--- src/rtl/rf_wport_arbiter_if.sv ---
// Regfile write-port bus: WB and MDU requesters, ID scoreboard query, regfile write side.
interface rf_wport_arbiter_if;
    logic        wb_we;
    logic [4:0]  wb_waddr;
    logic [31:0] wb_wdata;
    logic        mdu_valid;
    logic        mdu_ready;
    logic [4:0]  mdu_waddr;
    logic [31:0] mdu_wdata;
    logic [4:0]  raddr1;
    logic [4:0]  raddr2;
    logic        pend1;
    logic        pend2;
    logic        stall_req;
    logic        init_done;
    logic        rf_we;
    logic [4:0]  rf_waddr;
    logic [31:0] rf_wdata;

    modport slave (
        input  wb_we, wb_waddr, wb_wdata,
        input  mdu_valid, mdu_waddr, mdu_wdata,
        input  raddr1, raddr2,
        output mdu_ready, pend1, pend2, stall_req, init_done,
        output rf_we, rf_waddr, rf_wdata
    );

    modport master (
        output wb_we, wb_waddr, wb_wdata,
        output mdu_valid, mdu_waddr, mdu_wdata,
        output raddr1, raddr2,
        input  mdu_ready, pend1, pend2, stall_req, init_done,
        input  rf_we, rf_waddr, rf_wdata
    );
endinterface

--- src/rtl/rf_wport_arbiter.sv ---
// Regfile write-port arbiter: WB has priority, MDU results wait in a 1-entry hold buffer.
// Optional post-reset scrub of r1..r31 is enabled by defining RF_SCRUB_EN.
module rf_wport_arbiter #(
    parameter int unsigned STARVE_LIMIT = 4
) (
    input logic               clk,
    input logic               resetn,
    rf_wport_arbiter_if.slave bus
);

    localparam logic [2:0] STARVE_LIM = 3'(STARVE_LIMIT);

`ifdef RF_SCRUB_EN
    typedef enum logic {ST_INIT, ST_RUN} state_t;
    state_t     state_q, state_d;
    logic [4:0] scrub_cnt_q, scrub_cnt_d;
`endif

    logic        hold_valid_q, hold_valid_d;
    logic [4:0]  hold_waddr_q, hold_waddr_d;
    logic [31:0] hold_wdata_q, hold_wdata_d;
    logic [2:0]  starve_cnt_q, starve_cnt_d;

    logic        run;
    logic        wb_wr;
    logic        hold_drain;
    logic        hold_kill;
    logic        mdu_ready_c;
    logic        rf_we_c;
    logic [4:0]  rf_waddr_c;
    logic [31:0] rf_wdata_c;
    logic        pend1_c, pend2_c, stall_c, init_done_c;

    always_comb begin
`ifdef RF_SCRUB_EN
        run         = (state_q == ST_RUN);
        state_d     = state_q;
        scrub_cnt_d = scrub_cnt_q;
`else
        run         = 1'b1;
`endif
        hold_valid_d = hold_valid_q;
        hold_waddr_d = hold_waddr_q;
        hold_wdata_d = hold_wdata_q;
        starve_cnt_d = starve_cnt_q;
        mdu_ready_c  = 1'b0;
        rf_we_c      = 1'b0;
        rf_waddr_c   = '0;
        rf_wdata_c   = '0;
        pend1_c      = 1'b0;
        pend2_c      = 1'b0;
        stall_c      = 1'b0;
        init_done_c  = 1'b0;

        wb_wr      = bus.wb_we && (bus.wb_waddr != '0);
        hold_drain = hold_valid_q && !wb_wr;
        hold_kill  = hold_valid_q && wb_wr && (bus.wb_waddr == hold_waddr_q);

        if (run) begin
            init_done_c = 1'b1;
            stall_c     = (starve_cnt_q >= STARVE_LIM);
            // A killed entry frees the slot just like a drained one.
            mdu_ready_c = !hold_valid_q || hold_drain || hold_kill;
            pend1_c     = hold_valid_q && (bus.raddr1 == hold_waddr_q) && (bus.raddr1 != '0);
            pend2_c     = hold_valid_q && (bus.raddr2 == hold_waddr_q) && (bus.raddr2 != '0);

            if (wb_wr) begin
                rf_we_c    = 1'b1;
                rf_waddr_c = bus.wb_waddr;
                rf_wdata_c = bus.wb_wdata;
            end else if (hold_valid_q) begin
                rf_we_c    = 1'b1;
                rf_waddr_c = hold_waddr_q;
                rf_wdata_c = hold_wdata_q;
            end

            if (hold_drain || hold_kill) begin
                hold_valid_d = 1'b0;
                starve_cnt_d = '0;
            end else if (hold_valid_q) begin
                if (starve_cnt_q != 3'd7) starve_cnt_d = starve_cnt_q + 3'd1;
            end

            if (bus.mdu_valid && mdu_ready_c && (bus.mdu_waddr != '0)) begin
                hold_valid_d = 1'b1;
                hold_waddr_d = bus.mdu_waddr;
                hold_wdata_d = bus.mdu_wdata;
                starve_cnt_d = '0;
            end
        end
`ifdef RF_SCRUB_EN
        else begin
            rf_we_c     = 1'b1;
            rf_waddr_c  = scrub_cnt_q;
            stall_c     = 1'b1;
            scrub_cnt_d = scrub_cnt_q + 5'd1;
            if (scrub_cnt_q == 5'd31) state_d = ST_RUN;
        end
`endif
    end

    // Write strobe and handshake are held off while reset is asserted.
    assign bus.rf_we     = rf_we_c && resetn;
    assign bus.mdu_ready = mdu_ready_c && resetn;
    assign bus.rf_waddr  = rf_waddr_c;
    assign bus.rf_wdata  = rf_wdata_c;
    assign bus.pend1     = pend1_c;
    assign bus.pend2     = pend2_c;
    assign bus.stall_req = stall_c;
    assign bus.init_done = init_done_c;

    always_ff @(posedge clk or negedge resetn) begin
        if (!resetn) begin
`ifdef RF_SCRUB_EN
            state_q     <= ST_INIT;
            scrub_cnt_q <= 5'd1;
`endif
            hold_valid_q <= 1'b0;
            hold_waddr_q <= '0;
            hold_wdata_q <= '0;
            starve_cnt_q <= '0;
        end else begin
`ifdef RF_SCRUB_EN
            state_q     <= state_d;
            scrub_cnt_q <= scrub_cnt_d;
`endif
            hold_valid_q <= hold_valid_d;
            hold_waddr_q <= hold_waddr_d;
            hold_wdata_q <= hold_wdata_d;
            starve_cnt_q <= starve_cnt_d;
        end
    end

endmodule
--- src/flat_wrapper.sv ---
// flat-port wrapper written by rule: the top's interface ports become plain ports
module rf_wport_arbiter_flat 
#(
    parameter int unsigned STARVE_LIMIT = 4
)
  (clk, resetn, bus_wb_we, bus_wb_waddr, bus_wb_wdata, bus_mdu_valid, bus_mdu_waddr, bus_mdu_wdata, bus_raddr1, bus_raddr2, bus_mdu_ready, bus_pend1, bus_pend2, bus_stall_req, bus_init_done, bus_rf_we, bus_rf_waddr, bus_rf_wdata);
  rf_wport_arbiter_if bus_i ();
  input logic clk;
  input logic resetn;
  input wire logic [$bits(bus_i.wb_we)-1:0] bus_wb_we;
  input wire logic [$bits(bus_i.wb_waddr)-1:0] bus_wb_waddr;
  input wire logic [$bits(bus_i.wb_wdata)-1:0] bus_wb_wdata;
  input wire logic [$bits(bus_i.mdu_valid)-1:0] bus_mdu_valid;
  input wire logic [$bits(bus_i.mdu_waddr)-1:0] bus_mdu_waddr;
  input wire logic [$bits(bus_i.mdu_wdata)-1:0] bus_mdu_wdata;
  input wire logic [$bits(bus_i.raddr1)-1:0] bus_raddr1;
  input wire logic [$bits(bus_i.raddr2)-1:0] bus_raddr2;
  output wire logic [$bits(bus_i.mdu_ready)-1:0] bus_mdu_ready;
  output wire logic [$bits(bus_i.pend1)-1:0] bus_pend1;
  output wire logic [$bits(bus_i.pend2)-1:0] bus_pend2;
  output wire logic [$bits(bus_i.stall_req)-1:0] bus_stall_req;
  output wire logic [$bits(bus_i.init_done)-1:0] bus_init_done;
  output wire logic [$bits(bus_i.rf_we)-1:0] bus_rf_we;
  output wire logic [$bits(bus_i.rf_waddr)-1:0] bus_rf_waddr;
  output wire logic [$bits(bus_i.rf_wdata)-1:0] bus_rf_wdata;
  assign bus_i.wb_we = bus_wb_we;
  assign bus_i.wb_waddr = bus_wb_waddr;
  assign bus_i.wb_wdata = bus_wb_wdata;
  assign bus_i.mdu_valid = bus_mdu_valid;
  assign bus_i.mdu_waddr = bus_mdu_waddr;
  assign bus_i.mdu_wdata = bus_mdu_wdata;
  assign bus_i.raddr1 = bus_raddr1;
  assign bus_i.raddr2 = bus_raddr2;
  assign bus_mdu_ready = bus_i.mdu_ready;
  assign bus_pend1 = bus_i.pend1;
  assign bus_pend2 = bus_i.pend2;
  assign bus_stall_req = bus_i.stall_req;
  assign bus_init_done = bus_i.init_done;
  assign bus_rf_we = bus_i.rf_we;
  assign bus_rf_waddr = bus_i.rf_waddr;
  assign bus_rf_wdata = bus_i.rf_wdata;
  rf_wport_arbiter #(.STARVE_LIMIT(STARVE_LIMIT)) u_core (.clk(clk), .resetn(resetn), .bus(bus_i));
endmodule
--- config.mk ---
export PLATFORM = sky130hd
export DESIGN_NAME = rf_wport_arbiter_flat
export DESIGN_NICKNAME = d
export VERILOG_FILES = /design/src/rtl/rf_wport_arbiter_if.sv /design/src/rtl/rf_wport_arbiter.sv /design/src/flat_wrapper.sv
export SDC_FILE = /design/constraint.sdc
export NUM_CORES = 1
export LEC_CHECK = 0
export ABC_AREA = 1
export ABC_CLOCK_PERIOD_IN_PS = 1550
export BUFFER_PORTS_ARGS = -buffer_cell sky130_fd_sc_hd__buf_2
export CAP_MARGIN = 0
export CORE_ASPECT_RATIO = 2
export CORE_MARGIN = 3
export CORE_UTILIZATION = 40
export DETAILED_ROUTE_END_ITERATION = 8
export HOLD_SLACK_MARGIN = 0.03
export PLACE_DENSITY = 0.73
export RECOVER_POWER = 25
export SLEW_MARGIN = 40
export SYNTH_ARGS = -nofsm -noshare
export SYNTH_HDL_FRONTEND = slang
export SYNTH_SLANG_ARGS = --single-unit
--- constraint.sdc ---
create_clock -name clk -period 1.55 [get_ports clk]
set_input_delay 0.31 -clock clk [delete_from_list [all_inputs] [get_ports clk]]
set_output_delay 0.31 -clock clk [all_outputs]
set_load 0.01 [all_outputs]
=== After elaboration in Yosys (flattened, before gate mapping) ===
Cells that the tools add are included.

* Flip-flop bits (word level): 41
* Input bits: 88
* Output and inout bits: 43
* Word-level logic and storage cells: 47

* $add $sub $neg: 1
* Order comparisons: 1
* Equality and inequality tests: 4
* Mux-type cells: 12
* Reduce and logical (&&, ||, !) cells: 25

{| class="wikitable"
|+ Operators with widths
! kind !! count
|-
| $mux 32 || 2
|-
| $reduce_bool 5->1 || 4
|-
| $eq 5x5->1 || 3
|-
| $logic_and 1x1->1 || 12
|-
| $mux 3 || 4
|-
| $mux 5 || 2
|-
| $reduce_bool 3->1 || 2
|-
| $mux 1 || 4
|-
| $add 3x1->3 const B || 1
|-
| $ge 3x3->1 const B || 1
|-
| $logic_or 1x1->1 || 3
|-
| $ne 3x3->1 const B || 1
|-
| $logic_not 1->1 || 2
|-
| $reduce_and 2->1 || 1
|-
| $reduce_bool 2->1 || 1
|}

=== Depth between registers and ports, before layout ===
Gate-level depths: netlist of the first run.

* Depth in word-level cells: 10
* Mapped depth: 11
* Depth with buffers taken out: 9

=== Worst setup path after synthesis of the first run ===
OpenSTA, ideal clock, no wires.

* Path kind: input-to-output
* Start point: input bus_wb_waddr[2]
* End point: output bus_rf_wdata[10]
* Arrival time: 1.270 ns
* Data required time: 1.240 ns
* Setup slack: -0.030 ns
* Stages on the path: 8
* Path buffers: 1
* Path through: nor2_1 -> nand3_2 -> nand2_1 -> nand2_1 -> inv_1 -> buf_2 -> nand2_1 -> nand2_1

* Word-level cells in the longest chain between the ends: 3

{| class="wikitable"
|+ Ends and longest elaborated chain
! item !! line !! text
|-
| start, declared || flat_wrapper.sv:11 || <nowiki>input wire logic [$bits(bus_i.wb_waddr)-1:0] bus_wb_waddr;</nowiki>
|-
| $reduce_bool 5->1 || rf_wport_arbiter.sv:55 || <nowiki>wb_wr = bus.wb_we && (bus.wb_waddr != '0);</nowiki>
|-
| $logic_and 1x1->1 || rf_wport_arbiter.sv:55 ||
|-
| $mux 32 || rf_wport_arbiter.sv:67 || <nowiki>if (wb_wr) begin</nowiki>
|-
| end, declared || flat_wrapper.sv:25 || <nowiki>output wire logic [$bits(bus_i.rf_wdata)-1:0] bus_rf_wdata;</nowiki>
|}

No other way between the ends.

=== Worst setup path after layout of the first run ===
* Start point: register u_core.hold_waddr_q[0]
* End point: output bus_pend1

* Word-level cells in the longest chain between the ends: 3

{| class="wikitable"
|+ Ends and longest elaborated chain
! item !! line !! text
|-
| start, declared || rf_wport_arbiter.sv:20 || <nowiki>logic [4:0] hold_waddr_q, hold_waddr_d;</nowiki>
|-
| start signal, assigned || rf_wport_arbiter.sv:128 || <nowiki>hold_waddr_q <= hold_waddr_d;</nowiki>
|-
| $eq 5x5->1 || rf_wport_arbiter.sv:64 || <nowiki>pend1_c = hold_valid_q && (bus.raddr1 == hold_waddr_q) && (bus.raddr1 != '0);</nowiki>
|-
| $logic_and 1x1->1 (2 in series) || rf_wport_arbiter.sv:64 ||
|-
| end, declared || flat_wrapper.sv:19 || <nowiki>output wire logic [$bits(bus_i.pend1)-1:0] bus_pend1;</nowiki>
|}

No other way between the ends.

==> out/results.ini, run 1 <==
[cts]
clock-sinks = 41
numCtsBuffers = 5
path_clk_slew_ns = 0.06
cts.htree.levels = 2
cts-root-buf = clkbuf_16
clk-insertion-delay-late_ns = 0.28
clockBufferDepth = 2
cts_tree = done

[global_routing]
grt_pass1_vias = 3130
track_usage = 0.235
grt_pass1_wl_um = 14100
grt_max_degree = 42
use_met3 = 0.0425
overflow = 0
grt_most_used_layer = met2
met1_usage = 0.228
antenna_found_initial = 0
use_met2 = 0.451

[synthesis]
synthTopCellsByCount = nand2_1 (159), dfrtp_1 (41), nand4_1 (38)
synth_cells = 365
syn_avg_cell_area_um2 = 6.98
yosysWarnings = 0
ys_ff_latch = 41
ys_seq_area_frac = 0.403
synth_edf_count = 0
yosys.area.top_type_share = 0.403
synth.most_common_cell = nand2_1
ys_top_cells_by_area = dfrtp_1 (40%), nand2_1 (23%), nand4_1 (9.3%), nand3_1 (6.5%), inv_1 (2.5%)
ys_async_sr_fraction = 1.00
ys.flop_type = dfrtp_1
yosysTopAreaCell = dfrtp_1
syn_nets = 456
syn_area_um2 = 2550
synthDistinctLibCells = 24

[floorplanning]
die_h_um = 119
dieArea_um2 = 7420
rows = 40
initial_core_util = 0.417
io_pins = 131
die_w_um = 62.4
core_area_um2 = 6110

[detailed_routing]
drtAntennaViolNets = 0
viasPerCell = 5.34
drtIter0Drc = 203
routed_wl_um = 9980
wl_per_cell_um = 16.6
vias = 3218
drc = 0
dr.pass1.iters = 4

[timing]
hold_slack_ns = 0.277
worst_slack_ns = -0.254
finalSetupViolCount = 67
rsz0062_at_grt = yes
slew_headroom = 0.309
worst_slew_pin_slew_ns = 1.04
hold_violations = 0
period_needed_ns = 1.80
period_share = 1.16
max_freq_mhz = 554
drv_slew = 0
fin_worst_skew_ns = 0.00525

[power]
p_per_area_nw_per_um2 = 937
vdd_drop_max_v = 0.000785
p_leak_uw = 0.00248
fin_total_pwr_uw = 4040

[finish]
final_area_um2 = 4310
diodes = 0
fill_cells = 493
syn_to_final_growth_pct = 69.1
nets = 609
fin_cells = 603
drive_gt1_frac = 0.511

[min_path]
hold_path.class = in -> reg

[place]
place_ws_ns = -0.137
placed_cells = 577
port_buffers = 129
place.gp.congestion = 0.837
post-dp-hpwl_um = 6160
place_area_um2 = 3380

[setup_path]
start_kind = register
critPathTopFamily = flip-flops
path_cells = inv_2 -> nand4_1 -> a21oi_1 -> nor3_1 -> buf_2
worst_ep_required_time_ns = 1.24
setup.worst_path.class = reg -> out
critPathBufInv = 2
cp-end-kind = primary output
cpPeakStageDelay_ns = 0.41
cp.arrival_ns = 1.49
worst_path_max_delay_cell = dfrtp_1
crit_fanout = 7

[status]
violations = negative setup slack
status = complete, but fails checks

[job]
drv_cap = 0

-- kinds of logic after synthesis --
kind of cell	synth area share
DFF	0.403
other	0.00147
muxes	0.00884
buffers and inverters	0.0859
xor gates and xnor gates	0.0206
AOI/OAI and AO/OA	0.0334
adders and majority gates	0.0147
and+or+nand+nor	0.432
-- per-stage QoR --
step,util,TNS [ns]
after floorplan,-,-0.895
after global placement,0.553,-2.64
after detailed placement,0.553,-4.74
after CTS,0.634,-2.79
after global routing,0.706,-11.24
final,0.706,-5.34
-- path summary, 6_finish.rpt --
path / to / cells after the start / startpoint / slack, ns
setup / recovery: bus_pend1 / 5 / u_core.hold_waddr_q[0] / -0.25
hold / removal: u_core.hold_wdata_q[19] / 3 / bus_mdu_wdata[19] / 0.28
setup reg to reg: u_core.hold_waddr_q[1] / 11 / u_core.hold_waddr_q[4] / -0.07
hold reg to reg: u_core.hold_wdata_q[1] / 2 / u_core.hold_wdata_q[1] / 0.49
max in group asynchronous: u_core.hold_waddr_q[1] / 2 / resetn / 0.53
min in group asynchronous: u_core.starve_cnt_q[2] / 2 / resetn / 0.30
-- what timing repair did --
action	4_1_cts	5_1_grt
pin swaps	8	8
setup endpoints to repair	37	81
endpoints found under the hold margin	0	0
gates resized for setup	63	94
cloned	3	2
hold buffers	0	0
setup buffers	8	7
-- routing by layer --
metal / up-vias / share of wire
met5: - / 0
met4: 0 / 0.041
met3: 33 / 0.058
met2: 139 / 0.57
met1: 1543 / 0.33
li1: 1503 / -
-- tightest hold or removal path, delay by kind of cell --
| kind | cells | cell delay [ns] |
|---|---|---|
| AND/OR/NAND/NOR | 2 | 0.14 |
| buffers and inverters | 1 | 0.07 |
-- layout by cell type (no fill, tap or decap), types with 3 or more instances in the layout --
cell type,n
a21oi_1,3
buf_12,4
buf_2,108
buf_4,24
buf_6,27
buf_8,5
clkbuf_16,7
dfrtp_1,40
inv_1,13
inv_2,6
nand2_1,106
nand2_2,30
nand2_4,23
nand3_1,32
nand3_2,3
nand4_1,38
nor2_1,7
nor2_2,3
o22ai_1,3
-- power by group --
part | internal (µW) | switching [µW] | leakage, µW
Clock | 681 | 402 | 0.0000799
Sequential | 1250 | 188 | 0.000505
Combinational | 735 | 781 | 0.00190
-- layout make-up --
class	instances	area [µm²]	area share
multi-input combinational	277	1650	0.383
timing repair buffer	173	1290	0.299
sequential	41	1030	0.238
clock buffer	7	153	0.0354
tap	84	105	0.0244
inverter	20	77.6	0.0180
clock inverter	1	5.00	0.00116
-- registers in the layout, indices dropped and copies added (netlist names) --
name and count:
u_core.hold_wdata_q 32, u_core.starve_cnt_q 3, u_core.hold_waddr_q 5, u_core.hold_valid_q 1
(Power assumes the default switching activity.)
==> run 2: changes to the inputs <==
Settings changed: SKIP_LAST_GASP from default to 1.
==> run 2 against run 1 <==
The flow still finishes with violations (negative setup slack). Worst hold slack got worse by 0.0039 ns. Die area did not move. Sequential share of layout area fell by 1.5 points. Design area rose by 6.9%. Via count rose by 1.8%. Clock power barely moved. Critical endpoint unchanged. Largest power group unchanged.
==> out/results.ini, run 2 (synthesis results as in run 1) <==
[status]
status = complete, but fails checks  ; unchanged
violations = negative setup slack  ; unchanged

[detailed_routing]
drc = 0  ; unchanged
dr.pass1.iters = 4  ; unchanged
vias = 3275  ; was 3218
routed_wl_um = 10600  ; was 9980 µm
drtAntennaViolNets = 0  ; unchanged
viasPerCell = 5.39  ; was 5.34
drtIter0Drc = 160  ; was 203
wl_per_cell_um = 17.4  ; was 16.6 µm

[setup_path]
r2r-start = u_core.hold_waddr_q[4]  ; unchanged
worst_ep_required_time_ns = 1.24  ; about the same
crit_fanout = 7  ; unchanged
setup.worst_path.class = reg -> out  ; unchanged
crit_start = u_core.hold_waddr_q[0]  ; unchanged
cp-end-kind = primary output  ; unchanged
cp.arrival_ns = 1.56  ; was 1.49 ns
start_kind = register  ; unchanged

[place]
port_buffers = 129  ; unchanged
post-dp-hpwl_um = 6160  ; unchanged
place.gp.congestion = 0.837  ; unchanged
placed_cells = 577  ; unchanged
place_ws_ns = -0.137  ; unchanged

[cts]
numCtsBuffers = 5  ; unchanged
clockBufferDepth = 2  ; unchanged
path_clk_slew_ns = 0.06  ; about the same
clock-sinks = 41  ; unchanged
clk-insertion-delay-late_ns = 0.29  ; was 0.28 ns
cts_hold_buf = 0  ; unchanged
cts_tree = done  ; unchanged
cts-root-buf = clkbuf_16  ; unchanged
cts.htree.levels = 2  ; unchanged

[finish]
nets = 614  ; was 609
drive_gt1_frac = 0.609  ; was 0.511
regMostFlops = u_core.hold_wdata_q  ; unchanged
syn_to_final_growth_pct = 80.7  ; was 69.1%
reg_top3 = u_core.hold_wdata_q (32), u_core.hold_waddr_q (5), u_core.starve_cnt_q (3)  ; unchanged
layout_common_cells = buf_2 (110), nand2_2 (63), nand2_1 (56)  ; was buf_2 (108), nand2_1 (106), dfrtp_1 (40)
layout_commonest_cell = buf_2  ; unchanged
fill_cells = 452  ; was 493
fin_cells = 608  ; was 603
largest_reg_flops = 32  ; unchanged
diodes = 0  ; unchanged

[power]
p_per_area_nw_per_um2 = 933  ; was 937 nW/µm²
seq_power_share = 0.346  ; was 0.356
switching_share = 0.354  ; was 0.340
clockPowerShare = 0.257  ; was 0.268
vdd_drop_max_v = 0.000710  ; was 0.000785 V
p_leak_uw = 0.00261  ; was 0.00248 µW
internal-power_uw = 2780  ; was 2670 µW
combPwrFrac = 0.397  ; was 0.376
netSwitchingPower_uw = 1520  ; was 1370 µW

[timing]
fin_worst_skew_ns = 0.00679  ; was 0.00525 ns
rsz0062_at_grt = yes  ; unchanged
hold_slack_ns = 0.273  ; was 0.277 ns
period_needed_ns = 1.87  ; was 1.80 ns
worst_slew_pin_slew_ns = 1.03  ; was 1.04 ns
finalSetupViolCount = 70  ; was 67
period_share = 1.20  ; was 1.16
slew_headroom = 0.312  ; was 0.309
worst_slack_ns = -0.315  ; was -0.254 ns
hold_violations = 0  ; unchanged
max_freq_mhz = 536  ; was 554 MHz
drv_slew = 0  ; unchanged

[floorplanning]
die_w_um = 62.4  ; unchanged
core_area_um2 = 6110  ; unchanged
rows = 40  ; unchanged
io_pins = 131  ; unchanged
die_h_um = 119  ; unchanged
dieArea_um2 = 7420  ; unchanged
initial_core_util = 0.417  ; unchanged

[job]
drv_cap = 0  ; unchanged

[global_routing]
overflow = 0  ; unchanged
grt_pass1_vias = 3135  ; was 3130
antenna_found_initial = 0  ; unchanged
track_usage = 0.236  ; was 0.235
grt_pass1_wl_um = 14100  ; about the same
grt_max_degree = 42  ; unchanged

[min_path]
hold_path.class = in -> reg  ; unchanged
min_from = bus_mdu_wdata[19]  ; unchanged

run 2: cell types whose count changed in the layout (fill, tap and decap cells not counted), moves of 2 or more:
| cell | change |
|---|---|
| buf_2 | +2 |
| clkbuf_16 | +3 |
| nand2_1 | -50 |
| nand2_2 | +33 |
| nand2_4 | +18 |
| nor2_1 | -2 |
| nor2_2 | +2 |
| o21ai_0 | +2 |
| o21ai_2 | -2 |
run 2: final cells by class:
class                           instances  area (µm²)  area share
Clock buffer                            7         153      0.0331
Multi-Input combinational cell        277        1850       0.403
Clock inverter                          1        5.00     0.00109
Timing Repair Buffer                  178        1380       0.300
Sequential cell                        41        1030       0.223
Inverter                               20        77.6      0.0168
Tap cell                               84         105      0.0228
run 2: through the flow:
stage / power [µW] / setup TNS [ns] / util / area [µm²]
after floorplan: 1970 / -0.895 / - / 2550
after global placement: 2390 / -2.64 / 0.553 / 3380
after detailed placement: 2430 / -4.74 / 0.553 / 3380
after CTS: 3690 / -3.98 / 0.626 / 3820
after global routing: 4480 / -18.43 / 0.754 / 4610
final: 4300 / -12.91 / 0.754 / 4610
run 2: worst paths after layout:
path,to,slack (ns),depth (start not counted)
setup / recovery,bus_pend1,-0.32,6
hold / removal,u_core.hold_wdata_q[19],0.27,3
setup reg to reg,u_core.hold_waddr_q[2],-0.27,11
hold reg to reg,u_core.hold_wdata_q[1],0.50,2
max in group asynchronous,u_core.hold_waddr_q[1],0.54,2
min in group asynchronous,u_core.starve_cnt_q[0],0.29,2
run 2: power by group through the flow:
stage / sequential [µW] / clock [µW] / combinational, µW
after floorplan: 1350 / 0 / 614
after global placement: 1380 / 0 / 1020
after detailed placement: 1380 / 0 / 1050
after CTS: 1390 / 1100 / 1210
after global routing: 1500 / 1140 / 1840
final: 1490 / 1100 / 1710
run 2: routing by layer:
metal	vias to the layer above	track usage	wire length, µm
li1	1512	-	-
met3	50	0.0415	663
met2	158	0.452	6050
met1	1555	0.229	3300
met5	-	0	0
met4	0	0.131	564
run 2: timing repair:
item / 4_1_cts / 5_1_grt
setup endpoints to repair: 37 / 81
pin swaps: 8 / 16
gates resized for setup: 49 / 173
setup buffers: 8 / 11
cloned: 3 / 5
run 2: worst max-delay path, cell delays in order (launching register included):
cell and delay, ns:
dfrtp_1 0.41, inv_2 0.14, o21ai_0 0.13, nor2_1 0.16, o2111ai_1 0.13, nor3_1 0.14
buf_2 0.15
==> run 3: changes to the inputs <==
Settings changed: CORE_UTILIZATION 40 to 41, PLACE_DENSITY 0.73 to 0.74.
==> run 3 against run 2 <==
The run still ends with negative setup slack left. Setup slack better by 0.14 ns. Sequential share of layout area is 3.7 points higher. Utilization is 9.7 points lower. Cell count is 5.6% lower. Via count is 7.9% lower. Worst hold slack better by 0.0086 ns. Wire length is 19% lower. Highest routed layer unchanged. Total power is 14% lower. Flip-flop and latch count stayed put. Die area is 2.3% lower. Critical path depth is 1 higher. Clock power is 13% lower.
==> out/results.ini, run 3 (synthesis results as in run 1) <==
[detailed_routing]
drtIter0Drc = 105  ; was 160
dr.pass1.iters = 6  ; was 4
drtAntennaViolNets = 0  ; unchanged
routed_wl_um = 8590  ; was 10600 µm
vias = 3017  ; was 3275
wl_per_cell_um = 15.0  ; was 17.4 µm
viasPerCell = 5.26  ; was 5.39
drc = 0  ; unchanged

[setup_path]
start_kind = register  ; unchanged
crit_start = u_core.hold_waddr_q[3]  ; was u_core.hold_waddr_q[0]
r2r-start = u_core.hold_waddr_q[3]  ; was u_core.hold_waddr_q[4]
setup.worst_path.class = reg -> out  ; unchanged
crit_fanout = 3  ; was 7
worst_ep_required_time_ns = 1.24  ; about the same
cp-end-kind = primary output  ; unchanged
regToRegSetupSlack_ns = -0.04  ; was -0.27 ns
crit_path_end = bus_mdu_ready  ; was bus_pend1
ff2ff_path_depth = 11  ; unchanged
cp.arrival_ns = 1.42  ; was 1.56 ns
r2r-end = u_core.hold_wdata_q[8]  ; was u_core.hold_waddr_q[2]

[timing]
hold_violations = 0  ; unchanged
worst_slew_pin_slew_ns = 1.02  ; was 1.03 ns
max_freq_mhz = 579  ; was 536 MHz
drv_slew = 0  ; unchanged
slew_headroom = 0.318  ; was 0.312
finalSetupViolCount = 72  ; was 70
fin_worst_skew_ns = 0.00253  ; was 0.00679 ns
period_share = 1.11  ; was 1.20
rsz0062_at_grt = yes  ; unchanged
worst_slack_ns = -0.176  ; was -0.315 ns
period_needed_ns = 1.73  ; was 1.87 ns

[finish]
syn_to_final_growth_pct = 54.9  ; was 80.7%
drive_gt1_frac = 0.466  ; was 0.609
layout_common_cells = buf_2 (117), nand2_1 (113), dfrtp_1 (40)  ; was buf_2 (110), nand2_2 (63), nand2_1 (56)
regMostFlops = u_core.hold_wdata_q  ; unchanged
nets = 603  ; was 614
diodes = 0  ; unchanged
final_util = 0.658  ; was 0.754
final_area_um2 = 3950  ; was 4610 µm²
reg_top3 = u_core.hold_wdata_q (32), u_core.hold_waddr_q (5), u_core.starve_cnt_q (3)  ; unchanged
largest_reg_flops = 32  ; unchanged
layout_commonest_cell = buf_2  ; unchanged

[min_path]
min_from = bus_mdu_wdata[16]  ; was bus_mdu_wdata[19]
hold_path.class = in -> reg  ; unchanged
hold-path-cell-count = 3  ; unchanged

[global_routing]
grt_max_degree = 42  ; unchanged
track_usage = 0.224  ; was 0.236
grt_pass1_wl_um = 12600  ; was 14100 µm
overflow = 0  ; unchanged
antenna_found_initial = 0  ; unchanged
grt_pass1_vias = 2848  ; was 3135

[floorplanning]
die_w_um = 61.8  ; was 62.4 µm
core_area_um2 = 6010  ; was 6110 µm²
die_h_um = 118  ; was 119 µm
rows = 40  ; unchanged
initial_core_util = 0.424  ; was 0.417
io_pins = 131  ; unchanged
dieArea_um2 = 7260  ; was 7420 µm²

[place]
post-dp-hpwl_um = 6030  ; was 6160 µm
place.gp.congestion = 0.872  ; was 0.837
place_area_um2 = 3360  ; was 3380 µm²
port_buffers = 129  ; unchanged

[power]
clockPowerShare = 0.259  ; was 0.257
netSwitchingPower_uw = 1230  ; was 1520 µW
internal-power_uw = 2460  ; was 2780 µW
switching_share = 0.334  ; was 0.354
p_per_area_nw_per_um2 = 934  ; was 933 nW/µm²
seq_power_share = 0.384  ; was 0.346
combPwrFrac = 0.357  ; was 0.397
p_leak_uw = 0.00232  ; was 0.00261 µW
vdd_drop_max_v = 0.000771  ; was 0.000710 V

[status]
violations = negative setup slack  ; unchanged
status = complete, but fails checks  ; unchanged

[cts]
cts_tree = done  ; unchanged
cts-root-buf = clkbuf_16  ; unchanged
clk-insertion-delay-late_ns = 0.28  ; was 0.29 ns
path_clk_slew_ns = 0.06  ; about the same
cts.htree.levels = 2  ; unchanged
clockBufferDepth = 2  ; unchanged
clock-sinks = 41  ; unchanged
numCtsBuffers = 5  ; unchanged

[job]
drv_cap = 0  ; unchanged

run 3: layout make-up:
cell class,count,area (µm²)
clock buffer,5,125
clock inverter,1,5.00
timing repair buffer,167,1090
sequential,41,1030
fill,546,2060
tap,63,78.8
multi-input combinational,277,1540
inverter,20,80.1
run 3: how the worst min path moves through the flow:
| stage | end | slack (ns) |
|---|---|---|
| after CTS | u_core.hold_wdata_q[16] | 0.15 |
| final | u_core.hold_wdata_q[16] | 0.28 |
| after floorplan | u_core.hold_valid_q | 0.01 |
| after global placement | u_core.starve_cnt_q[1] | 0.43 |
| after detailed placement | u_core.starve_cnt_q[1] | 0.44 |
| after global routing | u_core.hold_wdata_q[24] | 0.29 |
run 3: worst max-delay path: stages, from the launching register on:
cell	delay, ns
dfrtp_1	0.43
inv_2	0.07
nand2_1	0.06
nand2_1	0.04
nor2_1	0.11
nand3_2	0.12
a21oi_2	0.15
buf_2	0.15
run 3: power groups by stage:
stage,clock network (µW),logic (µW),registers [µW]
floorplan,0,614,1350
global placement,0,1020,1380
detailed placement,0,1050,1390
CTS,971,1110,1370
global route,1010,1450,1440
finish,956,1320,1420
run 3: layer usage:
layer  global-route usage  vias to the layer above  wire length [µm]
li1                     -                     1486                 -
met1                0.248                     1404              3040
met2                0.398                      105              4860
met3               0.0351                       22               419
met4               0.0890                        0               280
met5                    0                        -                 0
run 3: what timing repair did:
| item | CTS | global route |
|---|---|---|
| buffers inserted | 5 | 4 |
| setup endpoints to repair | 38 | 80 |
| pin swaps | 5 | 4 |
| hold buffers | 0 | 0 |
| gates resized for setup | 12 | 92 |
| cloned | 1 | 1 |
run 3: stage by stage:
step	worst slack, ns	TNS, ns	total power, µW	hold WS [ns]	cells
global placement	-0.0863	-2.40	2400	0.433	557
floorplan	-0.0298	-0.895	1970	0.0144	365
global route	-0.244	-9.88	3900	0.293	574
finish	-0.176	-4.64	3690	0.281	574
detailed placement	-0.130	-5.01	2430	0.444	557
CTS	-0.184	-2.77	3450	0.149	569
